[src/rtl/computer_move_generator.sv]
// Purpose : autonomous tic-tac-toe opponent; snapshots the board on the computer's turn, picks win > block > centre > corner > edge, then requests the move.
// Latency : win on line i -> pc after 1+i+THINK_CYCLES edges; block on line j -> 9+j+THINK_CYCLES; heuristic -> 17+THINK_CYCLES.
// Backpressure: pc is held until the live board shows the computer mark, an opposing mark appears, or TIMEOUT cycles pass.
// Ports   : clock/reset (async, active-high); enable, game_over abort to IDLE; pos1..pos9 board cells (00 empty, 01 player, 10 computer, 11 owned-less);
//           computer_position (0..8, 4'hF outside DRIVE), pc (move request), busy, move_kind (00 none, 01 win, 10 block, 11 heuristic),
//           move_done / timeout_err one-cycle pulses.
module computer_move_generator #(
    parameter int THINK_CYCLES = 4,
    parameter int TIMEOUT      = 16
) (
    input  logic       clock,
    input  logic       reset,
    input  logic       enable,
    input  logic       game_over,
    input  logic [1:0] pos1,
    input  logic [1:0] pos2,
    input  logic [1:0] pos3,
    input  logic [1:0] pos4,
    input  logic [1:0] pos5,
    input  logic [1:0] pos6,
    input  logic [1:0] pos7,
    input  logic [1:0] pos8,
    input  logic [1:0] pos9,
    output logic [3:0] computer_position,
    output logic       pc,
    output logic       busy,
    output logic [1:0] move_kind,
    output logic       move_done,
    output logic       timeout_err
);
    typedef enum logic [2:0] {
        S_IDLE, S_SCAN_WIN, S_SCAN_BLOCK, S_FALLBACK, S_THINK, S_DRIVE
    } state_t;

    localparam int         CNT_MAX = (THINK_CYCLES > TIMEOUT) ? THINK_CYCLES : TIMEOUT;
    localparam int         CNT_W   = $clog2(CNT_MAX + 1);
    localparam logic [1:0] EMPTY   = 2'b00;
    localparam logic [1:0] PLAYER  = 2'b01;
    localparam logic [1:0] COMP    = 2'b10;

    // Centre first, then corners, then edges.
    localparam logic [3:0] FB_ORDER [9] = '{4'd4, 4'd0, 4'd2, 4'd6, 4'd8, 4'd1, 4'd3, 4'd5, 4'd7};

    state_t           state_q;
    logic [8:0][1:0]  snap_q;
    logic [2:0]       line_q;
    logic [3:0]       sel_q;
    logic [CNT_W-1:0] cnt_q;
    logic [3:0]       pos_q;
    logic             pc_q;
    logic             busy_q;
    logic [1:0]       kind_q;
    logic             move_done_q;
    logic             timeout_err_q;

    logic [8:0][1:0]  live;
    logic [3:0]       p_cnt;
    logic [3:0]       c_cnt;
    logic             turn;
    logic [3:0]       la, lb, lc;
    logic [1:0]       ca, cb, cc;
    logic [1:0]       want;
    logic [1:0]       n_want;
    logic             line_hit;
    logic [3:0]       hit_idx;
    logic             fb_found;
    logic [3:0]       fb_idx;
    logic [1:0]       live_sel;

    assign live = {pos9, pos8, pos7, pos6, pos5, pos4, pos3, pos2, pos1};

    always_comb begin
        p_cnt = '0;
        c_cnt = '0;
        for (int i = 0; i < 9; i++) begin
            if (live[i] == PLAYER) p_cnt = p_cnt + 4'd1;
            if (live[i] == COMP)   c_cnt = c_cnt + 4'd1;
        end
    end

    assign turn = enable && !game_over && (p_cnt == c_cnt + 4'd1);

    // Line table: rows, columns, then the two diagonals.
    always_comb begin
        la = 4'd0; lb = 4'd1; lc = 4'd2;
        case (line_q)
            3'd0: begin la = 4'd0; lb = 4'd1; lc = 4'd2; end
            3'd1: begin la = 4'd3; lb = 4'd4; lc = 4'd5; end
            3'd2: begin la = 4'd6; lb = 4'd7; lc = 4'd8; end
            3'd3: begin la = 4'd0; lb = 4'd3; lc = 4'd6; end
            3'd4: begin la = 4'd1; lb = 4'd4; lc = 4'd7; end
            3'd5: begin la = 4'd2; lb = 4'd5; lc = 4'd8; end
            3'd6: begin la = 4'd0; lb = 4'd4; lc = 4'd8; end
            default: begin la = 4'd2; lb = 4'd4; lc = 4'd6; end
        endcase
    end

    assign ca   = snap_q[la];
    assign cb   = snap_q[lb];
    assign cc   = snap_q[lc];
    assign want = (state_q == S_SCAN_WIN) ? COMP : PLAYER;

    // Two wanted marks leave one cell; the line hits only if that cell is empty.
    always_comb begin
        n_want = {1'b0, ca == want} + {1'b0, cb == want} + {1'b0, cc == want};
        line_hit = (n_want == 2'd2) && ((ca == EMPTY) || (cb == EMPTY) || (cc == EMPTY));
        if (ca == EMPTY)      hit_idx = la;
        else if (cb == EMPTY) hit_idx = lb;
        else                  hit_idx = lc;
    end

    // Walk the priority list backwards so the highest-priority empty cell wins.
    always_comb begin
        fb_found = 1'b0;
        fb_idx   = 4'd0;
        for (int i = 8; i >= 0; i--) begin
            if (snap_q[FB_ORDER[i]] == EMPTY) begin
                fb_found = 1'b1;
                fb_idx   = FB_ORDER[i];
            end
        end
    end

    assign live_sel = live[sel_q];

    always_ff @(posedge clock or posedge reset) begin
        if (reset) begin
            state_q       <= S_IDLE;
            snap_q        <= '0;
            line_q        <= '0;
            sel_q         <= '0;
            cnt_q         <= '0;
            pos_q         <= 4'hF;
            pc_q          <= 1'b0;
            busy_q        <= 1'b0;
            kind_q        <= 2'b00;
            move_done_q   <= 1'b0;
            timeout_err_q <= 1'b0;
        end else begin
            move_done_q   <= 1'b0;
            timeout_err_q <= 1'b0;
            if (state_q != S_IDLE && (!enable || game_over)) begin
                state_q <= S_IDLE;
                pc_q    <= 1'b0;
                pos_q   <= 4'hF;
                busy_q  <= 1'b0;
            end else begin
                case (state_q)
                    S_IDLE: begin
                        if (turn) begin
                            state_q <= S_SCAN_WIN;
                            snap_q  <= live;
                            line_q  <= '0;
                            busy_q  <= 1'b1;
                        end
                    end
                    S_SCAN_WIN, S_SCAN_BLOCK: begin
                        if (line_hit) begin
                            sel_q   <= hit_idx;
                            kind_q  <= (state_q == S_SCAN_WIN) ? 2'b01 : 2'b10;
                            cnt_q   <= '0;
                            state_q <= S_THINK;
                        end else if (line_q == 3'd7) begin
                            line_q  <= '0;
                            state_q <= (state_q == S_SCAN_WIN) ? S_SCAN_BLOCK : S_FALLBACK;
                        end else begin
                            line_q  <= line_q + 3'd1;
                        end
                    end
                    S_FALLBACK: begin
                        if (fb_found) begin
                            sel_q   <= fb_idx;
                            kind_q  <= 2'b11;
                            cnt_q   <= '0;
                            state_q <= S_THINK;
                        end else begin
                            kind_q  <= 2'b00;
                            busy_q  <= 1'b0;
                            state_q <= S_IDLE;
                        end
                    end
                    S_THINK: begin
                        if (cnt_q == CNT_W'(THINK_CYCLES - 1)) begin
                            cnt_q   <= '0;
                            pc_q    <= 1'b1;
                            pos_q   <= sel_q;
                            state_q <= S_DRIVE;
                        end else begin
                            cnt_q   <= cnt_q + 1'b1;
                        end
                    end
                    S_DRIVE: begin
                        if (live_sel != EMPTY || cnt_q == CNT_W'(TIMEOUT - 1)) begin
                            // Computer mark -> success; any other mark -> silent abort; else timeout.
                            move_done_q   <= (live_sel == COMP);
                            timeout_err_q <= (live_sel == EMPTY);
                            pc_q          <= 1'b0;
                            pos_q         <= 4'hF;
                            busy_q        <= 1'b0;
                            state_q       <= S_IDLE;
                        end else begin
                            cnt_q <= cnt_q + 1'b1;
                        end
                    end
                    default: state_q <= S_IDLE;
                endcase
            end
        end
    end

    assign computer_position = pos_q;
    assign pc                = pc_q;
    assign busy              = busy_q;
    assign move_kind         = kind_q;
    assign move_done         = move_done_q;
    assign timeout_err       = timeout_err_q;
endmodule
[config.mk]
export PLATFORM = sky130hd
export DESIGN_NAME = computer_move_generator
export DESIGN_NICKNAME = d
export VERILOG_FILES = /design/src/rtl/computer_move_generator.sv
export SDC_FILE = /design/constraint.sdc
export NUM_CORES = 1
export LEC_CHECK = 0
export BUFFER_PORTS_ARGS = -buffer_cell sky130_fd_sc_hd__buf_4
export CAP_MARGIN = 30
export CORE_MARGIN = 2
export CORE_UTILIZATION = 45
export DETAILED_ROUTE_END_ITERATION = 12
export PLACE_DENSITY = 0.64
export SLEW_MARGIN = 0
export SYNTH_ARGS = -nofsm -noshare
export SYNTH_HDL_FRONTEND = slang
export SYNTH_SLANG_ARGS = --single-unit
[constraint.sdc]
create_clock -name clock -period 10.15 [get_ports clock]
set_clock_uncertainty 0.2 [all_clocks]
set_input_delay 2.03 -clock clock [delete_from_list [all_inputs] [get_ports clock]]
set_output_delay 2.03 -clock clock [all_outputs]
set_load 0.01 [all_outputs]
* After elaboration in Yosys (flattened, before gate mapping)
Cells that the tools add are included.
Word-level totals: logic and storage cells 229, input bits 22, bits in registers 43, output and inout port bits 10
Cells by class: mux-type cells 93, bitwise logic cells 1, order comparisons 4, equal/unequal tests 48, $add $sub $neg 21, reduce and logical (&&, ||, !) cells 43
Operators with widths (number):
- $mux 4 | 31
- $add 4x1->4 const B | 17
- $mux 3 | 11
- $bmux 2 s4 | 4
- $logic_not 2->1 | 13
- $mux 1 | 24
- $pmux 3 s4 | 2
- $eq 2x2->1 const B | 11
- $lt 4x5->1 const B | 4
- $mux 5 | 4
- $pmux 5 s4 | 1
- $eq 2x1->1 const B | 9
- $eq 3x3->1 const B | 6
- $mux 2 | 8
- $pmux 4 s2 | 2
- $pmux 4 s4 | 1
- $reduce_and 4->1 | 4
- $pmux 3 s5 | 1
- $eq 3x2->1 const B | 4
- $ne 3x3->1 const B | 4
- $ne 2x2->1 const B | 5
- $reduce_and 3->1 | 3
- $reduce_bool 4->1 | 2
- $eq 2x2->1 | 3
- 23 further kinds | 36

* Depth between registers and ports, before layout
depth after elaboration 24, depth in mapped cells 32, mapped depth without buffers 31

* Worst setup path after synthesis
Ideal clock, no wire load.
kind input to register, start point input port pos1[1], end point register snap_q[11] in the netlist's numbering, required time 9.825 ns, buffers on the path 1, slack 2.469 ns, setup time 0.125 ns, cell stages on the path 30, data arrival time 7.356 ns, path through nor2b_1 inv_1 ha_1 nor3b_1 a21o_1 ha_1 inv_1 nand2_1 and2_1 ha_1 a22o_1 ha_1 o22ai_1 nor2_1 ha_1 nand3b_1 nand2_1 ha_1 a21oi_1 o21ai_0 ha_1 mux2_2 ha_1 xnor2_1 xnor2_1 xnor2_1 nand4_1 nor3b_4 buf_6 mux2_2
Between the ends: word-level cells in the longest chain between the ends 22, elaborated cells between the ends (all ways) 40, those cells by class add/sub: 17; eq/ne: 3; mux: 18; reduce/logical: 2
Ends and longest elaborated chain:
- from (decl) | line 15 | input logic [1:0] pos1,
- $eq 2x2->1 | line 77 | if (live[i] == COMP) c_cnt = c_cnt + 4'd1;
- $mux 1 | line 77
- $add 4x1->4 | line 77
- $mux 4 | line 77
- $add 4x1->4 | line 77
- $mux 4 | line 77
- $add 4x1->4 | line 77
- $mux 4 | line 77
- (+6 left out)
- $add 4x1->4 | line 77
- $mux 4 | line 77
- $add 4x1->4 | line 77
- $mux 4 | line 77
- $add 4x1->4 | line 81 | assign turn = enable && !game_over && (p_cnt == c_cnt + 4'd1);
- $eq 4x4->1 (*) | line 81
- $logic_and 1x1->1 (*) | line 81
- $reduce_and 3->1 (no line) (*)
- to (signal assigned) | line 152 | snap_q <= live;
- to (decl) | line 45 | logic [8:0][1:0] snap_q;
Mark *: on every way between the ends. The rest lies on a longest branch, timed or not. A chain may end at the register's enable or synchronous reset.

* Worst setup path after layout
start point input port pos1[1], end point register snap_q[10] in the netlist's numbering
Same word-level chain as after synthesis.

==> results.sh <==
export IMPL_netlist_area_um2=4392
export IMPL_antenna_found_initial=0
export IMPL_htree_num_levels=2
export IMPL_dr_pass1_iters=5
export IMPL_antenna_cells=0
export IMPL_clk_path_buf_depth=2
export IMPL_hold_buffers=0
export IMPL_dp_cells=665
export IMPL_worstPathRequired_ns=10.14
export IMPL_ys_ff_latch=43
export IMPL_gp_congestion=0.9209
export IMPL_tritoncts="done"
export IMPL_remaining_drc_errors=0
export IMPL_ir_drop_mv=0.1354
export IMPL_grt_util_all_layers=0.2186
export IMPL_synth_distinct_cells=68
export IMPL_hpwl_um=8383
export IMPL_ios=32
export IMPL_synth_edf_count=0
export IMPL_synthesis_nets=565
export IMPL_critPathLaunchType="input port"
export IMPL_cts_resized=0
export IMPL_status="finished, final reports clean"
export IMPL_clk_pin_slew_ns=0.09
export IMPL_core_area_um2=9639
export IMPL_start_util=0.4556
export IMPL_finalSetupViolCount=0
export IMPL_relSlewSlack=0.4495
export IMPL_crit_fanout=13
export IMPL_syn_inst=516
export IMPL_timing_setup_tns_ns=0
export IMPL_leakagePower_nw=2.098
export IMPL_syn_to_final_growth_pct=10.11
export IMPL_grt_pass1_vias=3752
export IMPL_drive_gt1_frac=0.1574
export IMPL_clock_latency_ns=0.30
export IMPL_ys_async_sr_fraction=1.000
export IMPL_drt_wirelength_per_cell_um=16.01
export IMPL_max_freq_mhz=121.4
export IMPL_finalMaxSlewViolations=0
export IMPL_io_buffers=31
export IMPL_synth_main_ff_cell="dfrtp_1"
export IMPL_critical_path_class="in -> reg"
export IMPL_final_hold_viol_count=0
export IMPL_clock_sinks=43
export IMPL_dp_slack_ns=1.593
export IMPL_fin_nets=588
export IMPL_post_cts_buffers=0
export IMPL_numCtsBuffers=5
export IMPL_rsz0062_at_grt="no"
export IMPL_grt_max_degree=44
export IMPL_critPathSlowestCell="nor3b_4"
export IMPL_drtIter0Drc=261
export IMPL_vias=3896
export IMPL_die_height_um=102.8
export IMPL_slowest_delay_ns=0.54
export IMPL_period_share=0.8113
export IMPL_drt_total_wl_um=10780
export IMPL_cap_viol_max_count=0
export IMPL_finalCriticalPeriod_ns=8.235
export IMPL_yosysSeqAreaShare=0.2462
export IMPL_grt_pass1_wl_um=18630
export IMPL_die_area_um2=10570
export IMPL_crit_top_cell="ha_1"
export IMPL_die_w_um=102.8
export IMPL_r2r_slack_ns=5.58
export IMPL_syn_area_per_cell_um2=8.511
export IMPL_fin_ws_ns=1.915
export IMPL_hp_class="reg -> reg"
export IMPL_timing_hold_ws_ns=0.2812
export IMPL_detail_route_antenna_nets=0
export IMPL_worst_pin_slew_ns=0.8188
export IMPL_power_density_nw_per_um2=272.7
export IMPL_ys_warnings_count=0
export IMPL_fillerInstances=965
export IMPL_vias_per_cell=5.789
export IMPL_instances_no_fill=673
export IMPL_row_count=36
export IMPL_fin_util=0.5017
export IMPL_cp_arrival_ns=8.22
export IMPL_critPathCaptureType="flip-flop"
export IMPL_gr_total_overflow=0
export IMPL_clock_root_buffer="clkbuf_8"
-- layer usage --
metal,vias up,GRT usage,part of all wire
li1,1911,-,-
met1,1871,0.3306,0.49
met2,102,0.3454,0.45
met3,12,0.02169,0.049
met4,0,0.03644,0.0090
met5,-,0,0
-- stage by stage --
stage | cell area, µm² | total power [W]
6_report | 4836 | 0.001319
3_3_place_gp | 4717 | 0.001166
4_1_cts | 4836 | 0.001314
3_5_place_dp | 4740 | 0.001186
5_1_grt | 4836 | 0.001439
2_1_floorplan | 4392 | 0.0009721
-- worst paths after layout --
| kind | start | to | cells after the start |
|---|---|---|---|
| worst max-delay path | pos1[1] | snap_q[10] | 31 |
| worst min-delay path | computer_position[1] | computer_position[1] | 2 |
| worst max register to register | line_q[0] | sel_q[2] | 15 |
| worst min register to register | computer_position[1] | computer_position[1] | 2 |
| max in group asynchronous | reset | sel_q[0] | 3 |
| min in group asynchronous | reset | cnt_q[4] | 3 |
-- cell usage after synthesis, drive strengths merged (3+ instances only) --
cell	count	share of area
mux4	4	0.021
o31ai	8	0.014
xor2	10	0.020
and3	3	0.0043
a21o	3	0.0051
a2111oi	5	0.010
o211ai	3	0.0051
a211oi	5	0.0085
a21oi	17	0.019
xnor3	4	0.021
and4	3	0.0060
xnor2	26	0.054
inv	24	0.021
nand2b	18	0.026
nand2	47	0.040
or2	3	0.0043
dfstp	4	0.024
dfrtp	39	0.22
mux2	26	0.067
nor2b	15	0.021
nor2	54	0.046
nand3b	10	0.017
nor4	4	0.0057
mux2i	15	0.034
o21ai	27	0.031
clkbuf	15	0.013
nor3	11	0.013
and2	4	0.0057
a22oi	4	0.0068
nand4	4	0.0057
a31oi	9	0.013
o22ai	6	0.0085
buf	4	0.0074
nor3b	5	0.011
o22a	4	0.0080
ha	26	0.074
nand3	15	0.017
-- final cells by class --
class / count / area (µm²) / share of cell area
clock buffers: 6 / 82.58 / 0.01708
clock inverters: 2 / 13.76 / 0.002846
inverters: 25 / 93.84 / 0.01940
multi-input cells: 429 / 3128 / 0.6468
flip-flops and latches: 43 / 1081 / 0.2235
well taps: 133 / 166.4 / 0.03441
repair buffers: 35 / 270.3 / 0.05589
-- state kept, by name, indices dropped and copies added (netlist names) --
register and count:
sel_q 4, line_q 3, computer_position 4, state_q 3, pc 1, move_kind 2
cnt_q 5, busy 1, move_done 1, snap_q 18, timeout_err 1
-- power breakdown --
part / total [W] / switching (W) / leakage (nW) / internal, W
logic: 0.000847 / 0.000461 / 1.50 / 0.000386
clock network: 0.000121 / 0.0000655 / 0.0516 / 0.0000558
registers: 0.000350 / 0.000103 / 0.548 / 0.000247
-- cell families after synthesis --
family	Yosys count	share of synthesized area
compound gates	109	0.1641
flops	43	0.2462
buf+inv	44	0.04159
xor+xnor	42	0.1054
fa+ha+maj	27	0.07863
mux	45	0.1214
simple gates	206	0.2427
-- critical path, delay by kind of cell --
kind | cells | cell delay [ns]
adder cells (fa/ha/maj) | 8 | 2.15
AND/OR/NAND/NOR | 9 | 1.67
AO/OA/AOI/OAI | 5 | 0.83
multiplexers | 2 | 0.61
buffers and inverters | 4 | 0.47
XOR/XNOR | 3 | 0.47
-- cells in the final DEF, fill, tap and decap left out, drive strengths merged, types with 5 or more instances in the layout --
master / count
nand3b: 10
mux2: 26
ha: 26
a211oi: 5
buf: 35
nor3b: 5
nand3: 15
nor2b: 15
xor2: 10
nor3: 11
xnor2: 26
a2111oi: 5
mux2i: 15
nand2b: 18
o21ai: 27
nand2: 47
a21oi: 17
nor2: 54
a31oi: 9
clkbuf: 6
dfrtp: 39
inv: 25
o31ai: 8
o22ai: 6
(Power assumes the default switching activity.)
